===== src/rtl/data_mem_controller.sv =====
// Initiator-side sequencer for the 16x8 data memory: single LOAD/STORE and
// block FILL/COPY requests taken over valid/ready and driven onto the memory pins.
module data_mem_controller #(
  parameter int unsigned AW = 4,
  parameter int unsigned DW = 8
) (
  input  logic          clk,
  input  logic          rst,
  input  logic          req_valid,
  output logic          req_ready,
  input  logic [1:0]    req_op,
  input  logic [AW-1:0] req_addr,
  input  logic [AW-1:0] req_src,
  input  logic [AW-1:0] req_len,
  input  logic [DW-1:0] req_wdata,
  output logic          busy,
  output logic          done,
  output logic [DW-1:0] rdata,
  output logic          mem_E,
  output logic          mem_WE,
  output logic [AW-1:0] mem_Addr,
  output logic [DW-1:0] mem_Data_in,
  input  logic [DW-1:0] mem_Data_out
);

  localparam logic [1:0] OP_LOAD  = 2'b00;
  localparam logic [1:0] OP_STORE = 2'b01;
  localparam logic [1:0] OP_COPY  = 2'b10;
  localparam logic [1:0] OP_FILL  = 2'b11;

  typedef enum logic [1:0] {
    IDLE = 2'b00,
    RD   = 2'b01,
    WR   = 2'b10,
    DONE = 2'b11
  } state_t;

  state_t        state, state_n;
  logic [1:0]    op_q;
  logic [AW-1:0] addr_q;
  logic [AW-1:0] src_q;
  logic [AW-1:0] cnt_q;
  logic [DW-1:0] wdata_q;
  logic [DW-1:0] buf_q;
  logic [DW-1:0] rdata_q;
  logic          accept;

  assign accept = (state == IDLE) && req_valid;

  always_ff @(posedge clk or posedge rst) begin
    if (rst) state <= IDLE;
    else     state <= state_n;
  end

  always_comb begin
    state_n = state;
    case (state)
      IDLE: begin
        if (req_valid) begin
          if (req_op == OP_LOAD || req_op == OP_COPY) state_n = RD;
          else                                        state_n = WR;
        end
      end
      RD:   state_n = (op_q == OP_LOAD) ? DONE : WR;
      WR: begin
        if (op_q == OP_STORE || cnt_q == '0) state_n = DONE;
        else if (op_q == OP_COPY)            state_n = RD;
        else                                 state_n = WR;
      end
      DONE: state_n = IDLE;
      default: state_n = IDLE;
    endcase
  end

  // Request capture, read-data capture and block-transfer address/count stepping.
  always_ff @(posedge clk or posedge rst) begin
    if (rst) begin
      op_q    <= OP_LOAD;
      addr_q  <= '0;
      src_q   <= '0;
      cnt_q   <= '0;
      wdata_q <= '0;
      buf_q   <= '0;
      rdata_q <= '0;
    end else if (accept) begin
      op_q    <= req_op;
      addr_q  <= req_addr;
      src_q   <= req_src;
      cnt_q   <= req_len;
      wdata_q <= req_wdata;
    end else begin
      case (state)
        RD: begin
          if (op_q == OP_LOAD) rdata_q <= mem_Data_out;
          else                 buf_q   <= mem_Data_out;
        end
        WR: begin
          if (op_q == OP_FILL || op_q == OP_COPY) begin
            addr_q <= addr_q + AW'(1);
            src_q  <= src_q + AW'(1);
            if (cnt_q != '0) cnt_q <= cnt_q - AW'(1);
          end
        end
        default: ;
      endcase
    end
  end

  // Memory pins depend only on state and captured registers.
  always_comb begin
    mem_E       = 1'b0;
    mem_WE      = 1'b0;
    mem_Addr    = '0;
    mem_Data_in = '0;
    case (state)
      RD: begin
        mem_E    = 1'b1;
        mem_Addr = (op_q == OP_COPY) ? src_q : addr_q;
      end
      WR: begin
        mem_E       = 1'b1;
        mem_WE      = 1'b1;
        mem_Addr    = addr_q;
        mem_Data_in = (op_q == OP_COPY) ? buf_q : wdata_q;
      end
      default: ;
    endcase
  end

  assign req_ready = (state == IDLE);
  assign busy      = (state != IDLE);
  assign done      = (state == DONE);
  assign rdata     = rdata_q;

endmodule


===== config.mk =====
export PLATFORM = sky130hd
export DESIGN_NAME = data_mem_controller
export DESIGN_NICKNAME = d
export VERILOG_FILES = /design/src/rtl/data_mem_controller.sv
export SDC_FILE = /design/constraint.sdc
export NUM_CORES = 1
export LEC_CHECK = 0
export ABC_AREA = 0
export ABC_CLOCK_PERIOD_IN_PS = 3000
export BUFFER_PORTS_ARGS = -buffer_cell sky130_fd_sc_hd__buf_2
export CAP_MARGIN = 10
export CORE_UTILIZATION = 56
export CTS_CLUSTER_DIAMETER = 120
export CTS_CLUSTER_SIZE = 40
export DETAILED_ROUTE_END_ITERATION = 12
export GPL_ROUTABILITY_DRIVEN = 0
export PLACE_DENSITY = 0.85
export SLEW_MARGIN = 20
export SYNTH_ARGS = -nofsm -noshare
export SYNTH_HDL_FRONTEND = slang
export SYNTH_SLANG_ARGS = --single-unit

===== constraint.sdc =====
create_clock -name clk -period 3 [get_ports clk]
set_clock_uncertainty 0.05 [all_clocks]
set_input_delay 0.45 -clock clk [delete_from_list [all_inputs] [get_ports clk]]
set_output_delay 0.45 -clock clk [all_outputs]
set_load 0.02 [all_outputs]

==> flow_summary.yaml <==
status:
  status: "finished, final reports clean"
clocking:
  postCtsSetupRepairBufs: 0
  cts_resized: 0
  cts.sinks: 40
  h-tree-depth: 2
  clk_latency_ns: 0.29
  ctsHoldBuffers: 0
  cts_made_buffers: 5
  cts_tree: "done"
  cts_buffer_depth: 2
  root_buffer: "clkbuf_8"
  cts.clk_slew.worst_paths_ns: 0.08
sta:
  grt_setup_unrepaired: "no"
  drv_slew: 0
  finalSetupViolCount: 0
  slew_headroom_pct: 43.0
  hold_viol_final: 0
  setup_tns_ns: 0
  period_share_pct: 79.7
  fin_ws_ns: 0.610
  tightest_slew_ns: 0.854
  fmax_mhz: 418
  period_needed_ns: 2.39
critical_path:
  arrival_ns: 1.89
  startpoint: "state[0]$_DFFE_PP0P_"
  critPathRequiredTime_ns: 2.50
  critPathKind: "reg2out"
  r2r-start: "state[0]$_DFFE_PP0P_"
  critPathLaunchType: "register"
  endpoint_kind: "output pin"
  critPathMaxFanout: 14
power:
  power_leakage_uw: 0.00122
  power_density_nw_per_um2: 1170
  combPwrFrac_pct: 49.0
  ir_drop_v: 0.000570
  clkPwrFrac_pct: 16.1
  p_int_uw: 1760
  seqPwrFrac_pct: 34.9
  p_sw_uw: 1190
  switching_share_pct: 40.4
synth:
  async_reset_ff_share_pct: 100
  avgSynthCellArea_um2: 10.9
  synth_edf_count: 0
  yosysWarningCount: 0
  syn-cell-area_um2: 2070
  netlist-cell-type-count: 32
  yosysSeqAreaShare_pct: 48.3
  synth_seq_cells: 40
  syn_nets: 231
  ys_top_cells_by_area: "dfrtp_1 (48%), mux2_2 (15%), nand2_1 (5.1%)"
  yosys.area.top_type_share_pct: 48.3
  synth_top_area_cell: "dfrtp_1"
  synthFlopType: "dfrtp_1"
  synthCells: 190
grt:
  grtUsageMet3_pct: 5.47
  grt_pass1_vias: 1567
  grt_usage_pct: 23.1
  antenna_found_initial: 0
  use_met1_pct: 29.1
  grt_start_max_net_pins: 25
  gr-max-usage-layer: "met2"
  grt_pass1_wl_um: 7020
  grt_overflow_total: 0
  met2_usage_pct: 39.0
layout:
  final_cell_area_um2: 2530
  drive_above_1_share_pct: 41.0
  nets: 291
  area_delta_synth_final_pct: 21.8
  antennaDiodeCount: 0
  fill_cells: 264
route:
  first_pass_iters: 6
  via_per_inst: 5.43
  routedWlPerCell_um: 14.0
  dr_total_vias: 1612
  wl_um: 4160
  drc: 0
  postRouteAntennaNets: 0
  drt_iter0_markers: 57
floorplanning:
  core-area_um2: 3440
  start_util_pct: 60.3
  rows: 21
  die_x_um: 62.9
  die-area_um2: 3950
  die_y_um: 62.9
  pin_count: 58
hold_path:
  hold_class: "in2async"
place:
  port_buffers: 57
  place_area_um2: 2400
  pre_cts_slack_ns: 0.955
  hpwl_um: 3080
flow_run:
  cap_violations: 0
-- routing by layer --
metal | wire (µm) | part of all wire [%] | vias to the layer above
met5 | 0 | 0 | -
met4 | 80 | 1.9 | 0
met3 | 181 | 4.4 | 11
met2 | 2020 | 48 | 48
met1 | 1880 | 45 | 777
li1 | - | - | 776
-- power groups by stage --
stage               combinational [µW]  sequential [µW]  clock, µW
finish                            1440             1030        474
floorplan                         1060             1050          0
global placement                  1400             1020          0
global route                      1600             1060        505
detailed placement                1450             1030          0
CTS                               1460             1030        481
-- sequential cells by signal, summed over array words and instances, names as in the netlist --
| signal | flops |
|---|---|
| addr_q | 4 |
| buf_q | 8 |
| cnt_q | 4 |
| op_q | 2 |
| rdata | 8 |
| src_q | 4 |
| state | 2 |
| wdata_q | 8 |
-- cells by family (layout without fill, tap and decap cells) --
group	after synthesis	after routing	share of synthesized area, %
and+or+nand+nor	60	60	14.8
xor gates and xnor gates	8	8	3.38
DFF	40	40	48.3
adders and majority gates	8	8	4.83
AOI/OAI and AO/OA	30	30	9.53
buffers and inverters	15	76	3.56
muxes	29	29	15.6
-- cells in the final DEF, fill, tap and decap left out, types with 2 or more instances in the layout --
cell type	count
dfrtp_1	40
nand3_1	3
a21oi_1	7
nor2_1	12
mux2i_1	2
xnor2_1	3
nand2b_1	2
buf_2	57
clkbuf_8	7
nand2_1	28
a32oi_1	4
nor2b_1	5
nand4_2	2
a21boi_0	8
mux2_2	27
ha_1	8
buf_4	4
xor2_1	5
a31oi_1	3
inv_1	7
o21ai_0	5
-- stage by stage --
step / hold WS [ns] / cells / utilization (%) / total power (µW)
2_1_floorplan: 0.429 / 190 / - / 2110
3_3_place_gp: 0.433 / 289 / 69.7 / 2410
3_5_place_dp: 0.438 / 289 / 69.7 / 2480
4_1_cts: 0.300 / 297 / 73.4 / 2960
5_1_grt: 0.334 / 297 / 73.4 / 3160
6_report: 0.274 / 297 / 73.4 / 2950
-- cells in the mapped netlist (2+ instances only) --
library cell	count
nand2_1	28
mux2i_1	2
a31oi_1	3
a21boi_0	8
buf_2	5
o21ai_0	5
a32oi_1	4
xor2_1	5
mux2_2	27
nand3_1	3
inv_1	7
xnor2_1	3
nor2b_1	5
ha_1	8
nor2_1	12
nand2b_1	2
dfrtp_1	40
a21oi_1	7
clkbuf_1	2
nand4_2	2
-- worst max-delay path, cell delays in order, from the launching register on --
cell,delay [ns]
dfrtp_1,0.42
inv_1,0.13
ha_1,0.46
a21o_1,0.20
a32oi_1,0.07
nor2b_1,0.15
buf_2,0.18
-- worst paths after layout --
| path | end | slack, ns | depth (start not counted) |
|---|---|---|---|
| setup / recovery | mem_Addr[2] | 0.61 | 6 |
| hold / removal | rdata[3]$_DFFE_PP0P_ | 0.27 | 2 |
| setup reg to reg | cnt_q[3]$_DFFE_PP0P_ | 1.02 | 6 |
| hold reg to reg | rdata[5]$_DFFE_PP0P_ | 0.45 | 1 |
| max in group asynchronous | op_q[0]$_DFFE_PP0P_ | 1.97 | 3 |
| min in group clk | wdata_q[2]$_DFFE_PP0P_ | 0.34 | 2 |
-- layout make-up --
type	count	area [µm²]	area share [%]
Inverter	7	26.3	1.04
Clock inverter	1	30.0	1.19
Timing Repair Buffer	61	315	12.5
Multi-Input combinational cell	135	1000	39.6
Tap cell	46	57.6	2.28
Clock buffer	7	96.3	3.81
Sequential cell	40	1000	39.6
(Power assumes the default switching activity.)
